## src/rtl/flag_branch_unit_if.sv

```systemverilog
`default_nettype none
// ============================================================================
// Module   : flag_branch_unit_if
// Brief    : Control/status bundle between the datapath and flag_branch_unit.
// Revision : 1.0 - initial release
// ============================================================================
interface flag_branch_unit_if;
  logic       Start;
  logic       Halt;
  logic       AluZero;
  logic       AluNegative;
  logic       FlagWrite;
  logic       BranchEn;
  logic [1:0] BranchCond;
  logic [7:0] BranchOffset;
  logic [9:0] PC;
  logic       ZeroFlag;
  logic       NegFlag;
  logic       Bubble;
  logic       Done;

  modport master (
    output Start, Halt, AluZero, AluNegative, FlagWrite,
           BranchEn, BranchCond, BranchOffset,
    input  PC, ZeroFlag, NegFlag, Bubble, Done
  );

  modport slave (
    input  Start, Halt, AluZero, AluNegative, FlagWrite,
           BranchEn, BranchCond, BranchOffset,
    output PC, ZeroFlag, NegFlag, Bubble, Done
  );
endinterface
`default_nettype wire

```

## src/rtl/flag_branch_unit.sv

```systemverilog
`default_nettype none
// ============================================================================
// Module   : flag_branch_unit
// Brief    : PC sequencer with stored Z/N flags, conditional branch and flush.
// Revision : 1.0 - initial release
// ============================================================================
module flag_branch_unit (
  input  wire                  Clk,
  input  wire                  Reset,
  flag_branch_unit_if.slave    bus
);

  typedef enum logic [1:0] {
    IDLE  = 2'd0,
    RUN   = 2'd1,
    FLUSH = 2'd2,
    HALT  = 2'd3
  } state_t;

  localparam logic [1:0] c_cond_always = 2'b00;
  localparam logic [1:0] c_cond_eq     = 2'b01;
  localparam logic [1:0] c_cond_ne     = 2'b10;

  state_t     r_state;
  logic [9:0] r_pc;
  logic       r_zero;
  logic       r_neg;
  logic       w_take;
  logic [9:0] w_offset;

  // Condition uses the stored flags so a same-cycle FlagWrite cannot affect it.
  always_comb begin
    w_take = 1'b0;
    case (bus.BranchCond)
      c_cond_always: w_take = 1'b1;
      c_cond_eq:     w_take = r_zero;
      c_cond_ne:     w_take = ~r_zero;
      default:       w_take = r_neg;
    endcase
  end

  assign w_offset = {{2{bus.BranchOffset[7]}}, bus.BranchOffset};

  always_ff @(posedge Clk) begin
    if (Reset) begin
      r_state <= IDLE;
      r_pc    <= 10'd0;
      r_zero  <= 1'b0;
      r_neg   <= 1'b0;
    end else begin
      case (r_state)
        IDLE: begin
          r_pc <= 10'd0;
          if (bus.Start) r_state <= RUN;
        end
        RUN: begin
          if (bus.FlagWrite) begin
            r_zero <= bus.AluZero;
            r_neg  <= bus.AluNegative;
          end
          if (bus.Halt) begin
            r_state <= HALT;
          end else if (bus.BranchEn && w_take) begin
            r_pc    <= r_pc + w_offset;
            r_state <= FLUSH;
          end else begin
            r_pc <= r_pc + 10'd1;
          end
        end
        FLUSH: begin
          r_state <= RUN;
        end
        HALT: begin
          if (bus.Start) begin
            r_pc    <= 10'd0;
            r_state <= RUN;
          end
        end
        default: r_state <= IDLE;
      endcase
    end
  end

  assign bus.PC       = r_pc;
  assign bus.ZeroFlag = r_zero;
  assign bus.NegFlag  = r_neg;
  assign bus.Bubble   = (r_state == FLUSH);
  assign bus.Done     = (r_state == HALT);

endmodule
`default_nettype wire
```

## src/flat_wrapper.sv

```systemverilog
// flat-port wrapper written by rule: the top's interface ports become plain ports
module flag_branch_unit_flat 
  (Clk, Reset, bus_Start, bus_Halt, bus_AluZero, bus_AluNegative, bus_FlagWrite, bus_BranchEn, bus_BranchCond, bus_BranchOffset, bus_PC, bus_ZeroFlag, bus_NegFlag, bus_Bubble, bus_Done);
  flag_branch_unit_if bus_i ();
  input  wire Clk;
  input  wire Reset;
  input wire logic [$bits(bus_i.Start)-1:0] bus_Start;
  input wire logic [$bits(bus_i.Halt)-1:0] bus_Halt;
  input wire logic [$bits(bus_i.AluZero)-1:0] bus_AluZero;
  input wire logic [$bits(bus_i.AluNegative)-1:0] bus_AluNegative;
  input wire logic [$bits(bus_i.FlagWrite)-1:0] bus_FlagWrite;
  input wire logic [$bits(bus_i.BranchEn)-1:0] bus_BranchEn;
  input wire logic [$bits(bus_i.BranchCond)-1:0] bus_BranchCond;
  input wire logic [$bits(bus_i.BranchOffset)-1:0] bus_BranchOffset;
  output wire logic [$bits(bus_i.PC)-1:0] bus_PC;
  output wire logic [$bits(bus_i.ZeroFlag)-1:0] bus_ZeroFlag;
  output wire logic [$bits(bus_i.NegFlag)-1:0] bus_NegFlag;
  output wire logic [$bits(bus_i.Bubble)-1:0] bus_Bubble;
  output wire logic [$bits(bus_i.Done)-1:0] bus_Done;
  assign bus_i.Start = bus_Start;
  assign bus_i.Halt = bus_Halt;
  assign bus_i.AluZero = bus_AluZero;
  assign bus_i.AluNegative = bus_AluNegative;
  assign bus_i.FlagWrite = bus_FlagWrite;
  assign bus_i.BranchEn = bus_BranchEn;
  assign bus_i.BranchCond = bus_BranchCond;
  assign bus_i.BranchOffset = bus_BranchOffset;
  assign bus_PC = bus_i.PC;
  assign bus_ZeroFlag = bus_i.ZeroFlag;
  assign bus_NegFlag = bus_i.NegFlag;
  assign bus_Bubble = bus_i.Bubble;
  assign bus_Done = bus_i.Done;
  flag_branch_unit u_core (.Clk(Clk), .Reset(Reset), .bus(bus_i));
endmodule
```

## config.mk

```make
export PLATFORM = sky130hd
export DESIGN_NAME = flag_branch_unit_flat
export DESIGN_NICKNAME = d
export VERILOG_FILES = /design/src/rtl/flag_branch_unit_if.sv /design/src/rtl/flag_branch_unit.sv /design/src/flat_wrapper.sv
export SDC_FILE = /design/constraint.sdc
export NUM_CORES = 1
export LEC_CHECK = 0
export ABC_AREA = 1
export CAP_MARGIN = 20
export CORE_ASPECT_RATIO = 1.1
export CORE_UTILIZATION = 48
export CTS_CLUSTER_SIZE = 30
export DETAILED_ROUTE_END_ITERATION = 12
export PLACE_DENSITY = 0.8
export SLEW_MARGIN = 10
export SYNTH_ARGS = -nofsm -noshare
export SYNTH_HDL_FRONTEND = slang
export SYNTH_SLANG_ARGS = --single-unit
```

## constraint.sdc

```tcl
create_clock -name Clk -period 3 [get_ports Clk]
set_input_delay 0.9 -clock Clk [delete_from_list [all_inputs] [get_ports Clk]]
set_output_delay 0.9 -clock Clk [all_outputs]
set_load 0.005 [all_outputs]
```

==> results summary, run 1 <==
The critical path's largest stage delay is 0.48 ns. The post-placement cell count is 243. Dividing the detail-routed wire length by the instance count gives 10.50 um. The number of nets with antenna violations after routing came out at 0. The busiest metal layer after global routing is met2. For this configuration, the core starts out at a cell density of 0.5132.

The global placement routability congestion came out at 0.9058. The critical path is of the in2reg type. The worst slack on hold paths is 0.4912 ns.

The upper clock frequency limit came out at 354.0 MHz. The count of fill cells added during filler insertion came out at 197. The leakage dissipation is 0.7933 nW. Hold repair after CTS inserted 0 buffers. The die covers 2633 um2. For this run, the total global-route usage over all layers was measured as 0.2216. The data required time of the critical path is 3.22 ns. The post-route total power is 0.0005466 W. The first global-routing pass estimated 4457 um of wire. Along the worst path, the maximum fanout reaches 5.

The sequential element share of the synthesized area is 0.2401. The longest clock path from root to sink contains 2 buffers. From bottom edge to top edge, the die measures 53.72 um. The capture instance of the worst register-to-register path is u_core.bus.PC[9]. The gate family responsible for the most delay along the worst path is simple AND/OR/NAND/NOR gates. The via count came out at 1233. The ratio of total power to cell area came out at 338.4 nW/um2.

For hold timing, the worst endpoint is u_core.bus.PC[4]. The number of setup violations in the final report came out at 0. The minimum setup slack among reg-to-reg paths came out at 0.84 ns. The DRC violation total after the first TritonRoute iteration is 14. The layout net count is 251.

Summed over all layers, the global routing overflow is 0. IR analysis of the VDD net gives a maximum drop of 0.3072 mV. The post-synthesis cell type count is 24. The number of buffers created by CTS came out at 3.

The sequential power share came out at 0.381. The global-route track usage on met2 is 0.4352. Input and output buffers added on the ports amount to 31. The worst reg-to-reg path cell count came out at 16. The count of cells in the finished layout, fillers not included, comes to 248.

The clock reaches the later pin of the worst-skew pair after 0.29 ns. The internal power is 0.0003634 W. Pin placement for this block handled 32 I/O pins.

The category of the worst setup path launch point is an input port. The routing usage on met3 is 0.04802. The number of antenna violations at the first check in global routing is 0. For met1 alone, demand over resource in global routing was 0.2284. The number of antenna diodes in the final layout is 0. The post-layout instance area came out at 1615 um2. STA puts the critical path data arrival time at 3.04 ns. The placed instances occupy a cell area of 1564 um2. The width of the die is 49.02 um. The clock slew seen by the registers of the worst setup and hold paths is 0.10 ns. The region available for standard cell placement spans 2275 um2. The number of detailed-route iterations in the first pass came out at 5.

The dominant cell type by count on the critical path is nand2_1. The footprint of the flip-flops and latches came out at 280.3 um2. The transition time at the pin with the least slew margin is 0.5805 ns. The switching part of the total power came out at 0.3351. A synthesized cell averages 6.633 um2.

The hold-critical path depth is 2. The number of failing hold endpoints at the final stage is 0. STA classifies the critical path endpoint as a register. The number of instances in the synthesized netlist came out at 176. Setup repair after global routing left no endpoint under its margin. The number of nets produced by synthesis came out at 208. The synthesized design contains 14 register bits. The final layout contains routed wiring with a total length of 2604 um.

The critical path goes through clkdlybuf4s50_1, nand3_1, nand2_2, nand2_2, buf_4, buf_4, nor2_1, ha_1, nand2_1, nand2_1, a21oi_1, nand3_2, nand2_1, nand3_2, a21oi_2. The final period utilization came out at 0.9416. The final standard cell utilization of the core is 0.7101. The launching point of the worst reg2reg path is u_core.bus.ZeroFlag.

The run finished with clean final reports. In the final layout, the share of cells above drive strength 1 is 0.1514. The clock arrives with 0.006533 ns of skew.

The clock root buffer is clkbuf_4. Max-cap violations in this run came to 0. Yosys printed 0 warnings. Compared with the post-synthesis result, the final layout area differs by 38.37%. The H-tree depth is 1. The worst slew slack as a fraction of its limit is 0.6118.

The share of power burned in combinational logic is 0.353. The hold path startpoint is u_core.bus.PC[4]. Among all stages on the critical path, the largest delay is contributed by clkdlybuf4s50_1. The area taken by multi-input logic gates came out at 770.7 um2. The via-per-instance ratio is 4.972. The pin count of the biggest net entering global routing is 15. CTS saw 14 sinks.

The DRC violation count after routing is 0. The count of final max-slew check failures came out at 0. The minimum period implied by the final worst setup slack came out at 2.825 ns. The clock share of power came out at 0.266. For this design the total switching power over the nets is 0.0001832 W.

The number of placement rows is 18. Counting both buffers and inverters, the worst setup path holds a total of 3. The via count of the first global-routing pass is 1170.

The worst hold path belongs to the class reg2reg. The TritonCTS clock tree is done. Detailed placement finished with a half-perimeter wire length of 1999 um. The netlist area before placement came out at 1167 um2.
==> cell usage in the layout, fill, tap and decap left out, types with 3 or more instances in the layout <==
cell	count
nand2_1	51
clkdlybuf4s50_1	31
inv_1	28
dfxtp_1	14
nor2_1	13
a21oi_1	13
ha_1	12
nand3_1	9
buf_4	9
a21oi_2	6
nand2_2	5
xor2_1	4
clkbuf_4	3
==> cell families after synthesis <==
logic type	share of synthesized area
fa+ha+maj	0.1565
compound gates	0.1404
xor+xnor	0.03751
simple gates	0.3194
buf+inv	0.1061
flops	0.2401
==> sequential cells by signal, indices dropped and copies added, names as in the netlist <==
signal / flops
u_core.bus.PC: 10
u_core.bus.ZeroFlag: 1
u_core.bus.NegFlag: 1
u_core.r_state: 2
==> area by class of cell <==
class	instances	share of cell area
Sequential cell	14	0.1735
Multi-Input combinational cell	130	0.4771
Timing Repair Buffer	40	0.2339
Inverter	30	0.06971
Clock buffer	4	0.02246
Tap cell	30	0.02324
==> power groups by stage <==
stage	registers, W	logic (W)	clock network [W]
3_3_place_gp	0.000212	0.000185	0
6_report	0.000208	0.000193	0.000146
4_1_cts	0.000208	0.000192	0.000147
2_1_floorplan	0.000212	0.000108	0
3_5_place_dp	0.000212	0.000191	0
5_1_grt	0.000210	0.000216	0.000156
==> worst max path at each step <==
| stage | from | endpoint | slack (ns) | cells after the start |
|---|---|---|---|---|
| after global routing | bus_BranchCond[0] | u_core.bus.PC[6] | 0.005 | 15 |
| after global placement | bus_BranchCond[0] | u_core.bus.PC[8] | -0.07 | 16 |
| after CTS | bus_BranchCond[1] | u_core.bus.PC[9] | 0.16 | 15 |
| after floorplan | bus_BranchCond[1] | u_core.bus.PC[6] | 0.38 | 15 |
| final | bus_BranchCond[1] | u_core.bus.PC[9] | 0.18 | 15 |
| after detailed placement | bus_BranchCond[1] | u_core.bus.PC[6] | -0.10 | 15 |
==> per-layer routing <==
metal,vias up,wire (um)
li1,641,-
met1,541,1106
met2,46,1307
met3,5,161
met4,0,28
met5,-,0
==> synth_stat cells <==
cell type | number | area share
or2_2 | 1 | 0.0054
a21oi_1 | 13 | 0.056
a21oi_2 | 6 | 0.045
dfxtp_1 | 14 | 0.24
nand2_2 | 4 | 0.021
a21o_1 | 1 | 0.0064
fa_1 | 1 | 0.017
o21bai_1 | 2 | 0.013
inv_1 | 29 | 0.093
a311oi_1 | 1 | 0.0075
nand2_1 | 52 | 0.17
nor2_2 | 2 | 0.011
nand3_2 | 2 | 0.017
nand3b_1 | 1 | 0.0064
a211oi_1 | 2 | 0.013
ha_1 | 13 | 0.14
inv_2 | 1 | 0.0032
nand4_1 | 2 | 0.011
xor2_1 | 4 | 0.030
buf_4 | 1 | 0.0064
nand3_1 | 9 | 0.039
xnor2_1 | 1 | 0.0075
nor2_1 | 13 | 0.042
buf_1 | 1 | 0.0032
==> per-stage QoR <==
step	setup WS (ns)	TNS, ns
3_3_place_gp	-0.06531	-0.1451
5_1_grt	0.005440	0
4_1_cts	0.1638	0
3_5_place_dp	-0.1044	-0.3186
2_1_floorplan	0.3842	0
6_report	0.1751	0
==> repair_timing <==
| action | CTS | global route |
|---|---|---|
| gates resized for setup | 0 | 4 |
| setup buffers | 0 | 1 |
| endpoints found under the setup margin | 0 | 2 |
==> tightest hold or removal path: cells and delay by family (launching register included) <==
family / cells / cell delay, ns
AO/OA/AOI/OAI: 1 / 0.05
flip-flops: 1 / 0.34
AND/OR/NAND/NOR: 1 / 0.06
Note: power is estimated with default switching activity, not from simulation.
==> run 2, diff against run 1 <==
--- a/config.mk
+++ b/config.mk
@@ -8,6 +8,7 @@
 export ABC_AREA = 1
 export CAP_MARGIN = 20
 export CORE_ASPECT_RATIO = 1.1
+export CORE_MARGIN = 5
 export CORE_UTILIZATION = 48
 export CTS_CLUSTER_SIZE = 30
 export DETAILED_ROUTE_END_ITERATION = 12
==> run 2 against run 1 <==
Net effect: register-to-register slack improved by 0.02 ns; clock skew shrank 0.0046 ns; core utilization decreased by 1.1 points; sequential cell count unchanged; critical path depth is 2 higher; total power is 0.31% lower; cell count fell by 0.40%; critical endpoint is now u_core.bus.PC[8].
==> results summary, run 2 (synthesis results as in run 1) <==
In the layout the commonest cells are 51 x nand2_1, 31 x clkdlybuf4s50_1, 29 x inv_1. The mean routed wirelength per cell is 11.14 um (+6.1%). The worst-case vdd ir drop is 0.2738 mV (-11%). The hold-critical path depth came out at 2 (unchanged). The critical-path maximum fanout came out at 3 (-2). Relative to the synthesized area, the layout overhead comes to 37.51%.

The number of failing hold endpoints at the final stage came to 0 (unchanged). Traced cell by cell, the critical path runs through clkdlybuf4s50_1, nand2_1, nand2_1, nand2_2, nand2_2, or2_2, ha_2, inv_1, fa_1, inv_1, nand3_1, nand2_2, nand3_1, nand2_1, nand2_1, nand3_1, a21oi_1. Setup repair after global routing left no endpoint under its margin. The via count of the first global-routing pass came out at 1241 (+6.1%). The count of buffers from port buffering is 31 (unchanged). The clock sink count came out at 14 (unchanged). The highest signal layer in the routed design is met4. The fraction of final layout cells with drive strength greater than 1 is 0.1382 (-0.01313). The routed wire length on met2 was 1418 um (+8.5%). The first-pass GRT wire length is 4830 um (+8.4%). The worst register-to-register path begins at u_core.bus.ZeroFlag. The post-DP HPWL came out at 2188 um (+9.5%). The number of setup violations in the final report is 0 (unchanged). STA classifies the critical path endpoint as a register. The number of primary I/O pins came out at 32 (unchanged).

The gate family responsible for the most delay along the worst path is simple AND/OR/NAND/NOR gates. The largest buffer count on any clock path is 2 (unchanged). The clock share of power came out at 0.271 (+0.005). The via count is 1219 (-1.1%). The sequential power share is 0.383 (+0.002). Leaving out fill and tap cells, the most frequent cell in the layout is nand2_1. The worst setup path is launched from an input port. The layout net count came out at 250 (-0.40%).

The number of inserted diodes is 0 (unchanged). The transition time at the pin with the least slew margin was 0.6287 ns (+0.04822 ns). The upper clock frequency limit came out at 356.0 MHz (+0.57%). The minimum period implied by the final worst setup slack was 2.809 ns (-0.01589 ns). The non-filler instance count after layout was 247 (-0.40%). The flip-flop count of the largest register, all copies and words added is 10 (unchanged). The starting density of the core is 0.5082 (-0.005031). The ratio of total power to cell area is 339.5 nW/um2 (+0.32%). The area taken by multi-input logic gates came out at 768.2 um2 (-0.32%). The number of nets with antenna violations after routing came out at 0 (unchanged). The internal power came out at 0.0003621 W (-0.37%). The overflow left after global routing was 0 (unchanged). The TritonCTS clock tree is done. Counting stages on the worst path, the most repeated cell is nand2_1. The count of final max-slew check failures is 0 (unchanged). The worst path buffer plus inverter count came out at 3 (unchanged). The cell sitting at the root of the clock tree is a clkbuf_4. The DRC violation total after the first TritonRoute iteration was 17 (+3). The net switching power was 0.0001829 W (-0.17%).

The count of fill cells added during filler insertion is 207 (+5.1%). The area of the die came out at 3519 um2 (+34%). In this run the most critical hold path is launched from u_core.bus.NegFlag.

The summed negative setup slack over all endpoints is 0 ns (unchanged). The number of placement rows is 18 (unchanged). The number of max-cap violations came out at 0 (unchanged).

The footprint of the flip-flops and latches came out at 280.3 um2 (unchanged). The leakage dissipation was 0.7870 nW (-0.80%). The switching part of the total power is 0.3355 (+0.0004391). The standard cell with the maximum stage delay on the critical path is clkdlybuf4s50_1. The clock slew seen by the registers of the worst setup and hold paths came out at 0.10 ns (about the same). The area of the core region is 2297 um2 (+0.99%). The critical path's largest stage delay is 0.47 ns (about the same). The H-tree depth came out at 1 (unchanged). The min-delay analysis places its worst path in the category reg2reg.

The global placement routability congestion is 0.8855 (-2.2%). The worst slew slack as a fraction of its limit is 0.5796 (-0.03225). The height of the die is 61.72 um (+15%).

The data arrival time of the critical path was 2.97 ns (-0.07 ns). The number of buffers created by CTS is 3 (unchanged). The flow ran to the end, and the final reports show no timing, DRC or antenna violations. The width of the die was 57.02 um (+16%). The met1 wire length was 1148 um (+3.8%). The number of antenna violations at the first check in global routing is 0 (unchanged). The data required time of the critical path is 3.16 ns (-0.06 ns). The critical path in this run is classified as in2reg. The DRC violation count after routing is 0 (unchanged). The minimum setup slack among reg-to-reg paths is 0.86 ns (+0.02 ns). The post-placement cell count is 243 (unchanged). The depth of the critical timing path with buffers and inverters included came to 17 (+2). The cts-stage hold buffer count came to 0 (unchanged). The clock insertion delay at the later pin of the skew report is 0.29 ns (about the same).

The final period utilization came out at 0.9363 (-0.005298). The worst reg-to-reg path cell count came to 16 (unchanged). The number of detailed-route iterations in the first pass came out at 4 (-1). The source of the critical timing path is bus_BranchCond[1]. The share of power burned in combinational logic came to 0.346 (-0.007). The met3 wire length is 144 um (-11%).

The via-per-instance ratio was 4.935 (-0.74%). The pin count of the biggest net entering global routing came out at 15 (unchanged). The sum of routed wire length over all layers is 2751 um (+5.6%). The worst clock skew came out at 0.001930 ns (-0.004603 ns).

The aggregate global-route resource usage came out at 0.1742 (-0.04745).
run 2: path summary, 6_finish.rpt:
kind / endpoint
worst max-delay path: u_core.bus.PC[8]
worst min-delay path: u_core.bus.NegFlag
worst max register to register: u_core.bus.PC[6]
worst min register to register: u_core.bus.NegFlag
run 2: cell type report:
class                           count  share of cell area
Inverter                           30             0.07015
Sequential cell                    14              0.1746
Clock buffer                        4             0.02260
Multi-Input combinational cell    130              0.4786
Timing Repair Buffer               39              0.2307
Tap cell                           30             0.02338
run 2: stage by stage:
step,worst slack (ns),util,power (W),area [um2],hold WS (ns)
final,0.1910,0.6988,0.0005450,1605,0.4891
after global routing,0.0009599,0.6988,0.0005819,1605,0.5137
after CTS,0.1355,0.6966,0.0005466,1600,0.4902
after detailed placement,-0.1581,0.6808,0.0004021,1564,0.4752
after global placement,-0.09301,0.6808,0.0003968,1564,0.4677
after floorplan,0.3842,-,0.0003192,1167,0.4672
run 2: metal layers:
layer | track usage | vias to the layer above
met4 | 0.06954 | 0
met1 | 0.1802 | 547
li1 | - | 639
met2 | 0.3458 | 28
met3 | 0.03719 | 5
met5 | 0 | -
run 2: tightest hold or removal path: cells and delay by family (launching register included):
family          cells  cell delay (ns)
simple gates        1             0.06
compound gates      1             0.05
flops               1             0.33
run 2: power by group through the flow:
stage | clock network, W | registers (W) | logic [W]
floorplan | 0 | 0.000212 | 0.000108
global placement | 0 | 0.000212 | 0.000185
detailed placement | 0 | 0.000212 | 0.000190
CTS | 0.000148 | 0.000209 | 0.000190
global route | 0.000158 | 0.000211 | 0.000213
finish | 0.000148 | 0.000208 | 0.000189
run 2: timing repair:
item                       in CTS  in global routing
hold endpoints to repair        0                  0
resized for setup               0                  2
buffers inserted                0                  0
setup endpoints to repair       0                  2
==> run 3, diff against run 2 <==
--- a/config.mk
+++ b/config.mk
@@ -9,10 +9,11 @@
 export CAP_MARGIN = 20
 export CORE_ASPECT_RATIO = 1.1
 export CORE_MARGIN = 5
-export CORE_UTILIZATION = 48
+export CORE_UTILIZATION = 42
 export CTS_CLUSTER_SIZE = 30
 export DETAILED_ROUTE_END_ITERATION = 12
-export PLACE_DENSITY = 0.8
+export PLACE_DENSITY = 0.71
+export SETUP_SLACK_MARGIN = 0.2
 export SLEW_MARGIN = 10
 export SYNTH_ARGS = -nofsm -noshare
 export SYNTH_HDL_FRONTEND = slang
==> run 3 against run 2 <==
Net effect: non-clock buffer count increased by 4; clock power decreased by 22%; wire length increased by 14%; via count increased by 4.3%; hold slack improved by 0.014 ns; register-to-register slack about the same; setup slack improved by 0.066 ns; die area increased by 12%; total power decreased by 2.1%; first-iteration DRC count increased to 2.8 times the previous value; largest cell class unchanged; highest routed layer unchanged.
==> results summary, run 3 (synthesis results as in run 1) <==
The run finished with clean final reports. The count of fill cells added during filler insertion came to 231 (+12%). The area growth from synthesis to final layout came out at 45.55%. The number of nets with antenna violations after routing is 0 (unchanged). The area of the die came out at 3935 um2 (+12%). The DRC violation total after the first TritonRoute iteration came out at 48 (+31). The non-filler instance count after layout came out at 253 (+2.4%). The height of the die is 65.30 um (+5.8%).

The number of failing hold endpoints at the final stage is 0 (unchanged). The pin count of the biggest net entering global routing came out at 15 (unchanged). The number of primary I/O pins came out at 32 (unchanged). The clock sink count was 14 (unchanged). The aggregate global-route resource usage was 0.1628 (-0.01134). The area taken by multi-input logic gates came out at 837.1 um2 (+9.0%). The area of the core region was 2728 um2 (+19%). The TritonCTS clock tree is done. Setup repair after global routing left no endpoint under its margin. The number of placement rows is 20 (+2).

The critical-path maximum fanout came out at 4 (+1). The data arrival time of the critical path came out at 2.96 ns (about the same). The summed negative setup slack over all endpoints is 0 ns (unchanged). The placed cell area came out at 1583 um2 (+1.2%). The width of the die came out at 60.27 um (+5.7%).

The upper clock frequency limit came out at 364.6 MHz (+2.4%). The transition time at the pin with the least slew margin was 0.6770 ns (+0.04832 ns). The number of detailed-route iterations in the first pass came out at 4 (unchanged).

The first-pass GRT wire length is 4905 um (+1.6%). The via count is 1272 (+4.3%). The number of setup violations in the final report came out at 0 (unchanged).

The overflow left after global routing came out at 0 (unchanged). The worst-case vdd ir drop is 0.3433 mV (+25%). The number of inserted diodes is 0 (unchanged). The DRC violation count after routing is 0 (unchanged). The type of element capturing the critical path is a register. The data required time of the critical path came to 3.22 ns (+0.06 ns).

The via-per-instance ratio was 5.028 (+1.9%). The clock root buffer is clkbuf_4. The leakage dissipation is 0.8190 nW (+4.1%). The count of buffers from port buffering came out at 31 (unchanged). The minimum period implied by the final worst setup slack came out at 2.743 ns (-0.06639 ns). The clock insertion delay at the later pin of the skew report came to 0.29 ns (about the same). The number of max-cap violations is 0 (unchanged). In the layout the commonest cells are 49 x nand2_1, 29 x clkdlybuf4s50_1, 28 x inv_1. By startpoint and endpoint, the worst setup path is classified as in2reg.

The global placement routability congestion is 0.8578 (-3.1%). The footprint of the flip-flops and latches came out at 280.3 um2 (unchanged). The final period utilization came out at 0.9142 (-0.02213).

The starting density of the core came out at 0.4280 (-0.08019). The clock slew seen by the registers of the worst setup and hold paths was 0.09 ns (about the same). The via count of the first global-routing pass came out at 1214 (-2.2%). The post-DP HPWL is 2402 um (+9.8%). The layout net count came to 254 (+1.6%). The count of final max-slew check failures came out at 0 (unchanged).

The largest buffer count on any clock path came out at 2 (unchanged). The number of buffers created by CTS is 3 (unchanged). The ratio of total power to cell area was 313.9 nW/um2 (-7.5%). Leaving out fill and tap cells, the most frequent cell in the layout is nand2_1. The worst slew slack as a fraction of its limit came out at 0.5473 (-0.03231). The path class of the tightest hold or removal check is reg2reg. The final standard cell utilization of the core came out at 0.6229 (-0.07587). The worst clock skew was 0.005433 ns (+0.003503 ns). The flip-flop count of the largest register, all copies and words added came to 10 (unchanged). The post-layout instance area was 1699 um2 (+5.8%).

STA classifies the critical path startpoint as an input port. The mean routed wirelength per cell came to 12.34 um (+11%). The sum of routed wire length over all layers came out at 3123 um (+14%). The number of antenna violations at the first check in global routing came out at 0 (unchanged). The H-tree depth came to 1 (unchanged).

The post-placement cell count is 248 (+2.1%). The fraction of final layout cells with drive strength greater than 1 came to 0.2045 (+0.06630).
[run 3: critical path, cell delays in order]
cell	delay (ns)
clkdlybuf4s50_1	0.55
nand2_2	0.09
or2_4	0.26
ha_4	0.16
inv_2	0.06
fa_2	0.21
inv_1	0.04
nand3_1	0.07
nand2_2	0.09
a21oi_2	0.16
xor2_1	0.17
nand2_1	0.08
a21oi_2	0.11
[run 3: layout make-up]
class | instances | area share
multi-input combinational | 130 | 0.4926
inverter | 30 | 0.06627
tap | 33 | 0.02430
timing repair buffer | 43 | 0.2386
sequential | 14 | 0.1649
clock buffer | 3 | 0.01325
[run 3: worst paths after layout]
path / from / end / slack [ns] / cells past startpoint
worst max-delay path: bus_BranchEn / u_core.bus.PC[6] / 0.26 / 13
worst min register to register: u_core.bus.PC[3] / u_core.bus.PC[3] / 0.50 / 2
worst min-delay path: u_core.bus.PC[3] / u_core.bus.PC[3] / 0.50 / 2
worst max register to register: u_core.bus.ZeroFlag / u_core.bus.PC[6] / 0.85 / 16
[run 3: per-stage QoR]
| step | hold slack, ns | power [W] | setup slack [ns] |
|---|---|---|---|
| after global placement | 0.4718 | 0.0004024 | -0.07786 |
| after global routing | 0.5332 | 0.0005728 | 0.2071 |
| after detailed placement | 0.4746 | 0.0004078 | -0.2096 |
| after floorplan | 0.4672 | 0.0003192 | 0.3842 |
| final | 0.5031 | 0.0005334 | 0.2574 |
| after CTS | 0.4917 | 0.0005308 | 0.2203 |
[run 3: power by group]
group	internal (W)	total [W]	leakage (nW)	switching (W)
registers	0.000198	0.000209	0.114	0.0000114
clock network	0.0000468	0.000116	0.0138	0.0000695
logic	0.0000990	0.000208	0.691	0.000109
total	0.000344	0.000533	0.819	0.000190
[run 3: per-layer routing]
layer,routed length (um),track usage,up-vias,part of all wire
li1,-,-,642,-
met1,1364,0.1847,596,0.44
met2,1570,0.2797,29,0.50
met3,132,0.03733,5,0.042
met4,55,0.07756,0,0.018
met5,0,0,-,0
[run 3: repair_timing]
| action | in CTS | in global routing |
|---|---|---|
| pin swaps | 4 | 14 |
| setup buffers | 1 | 1 |
| endpoints found under the setup margin | 2 | 7 |
| cloned | 0 | 0 |
| resized for setup | 6 | 12 |
| hold buffers | 0 | 0 |
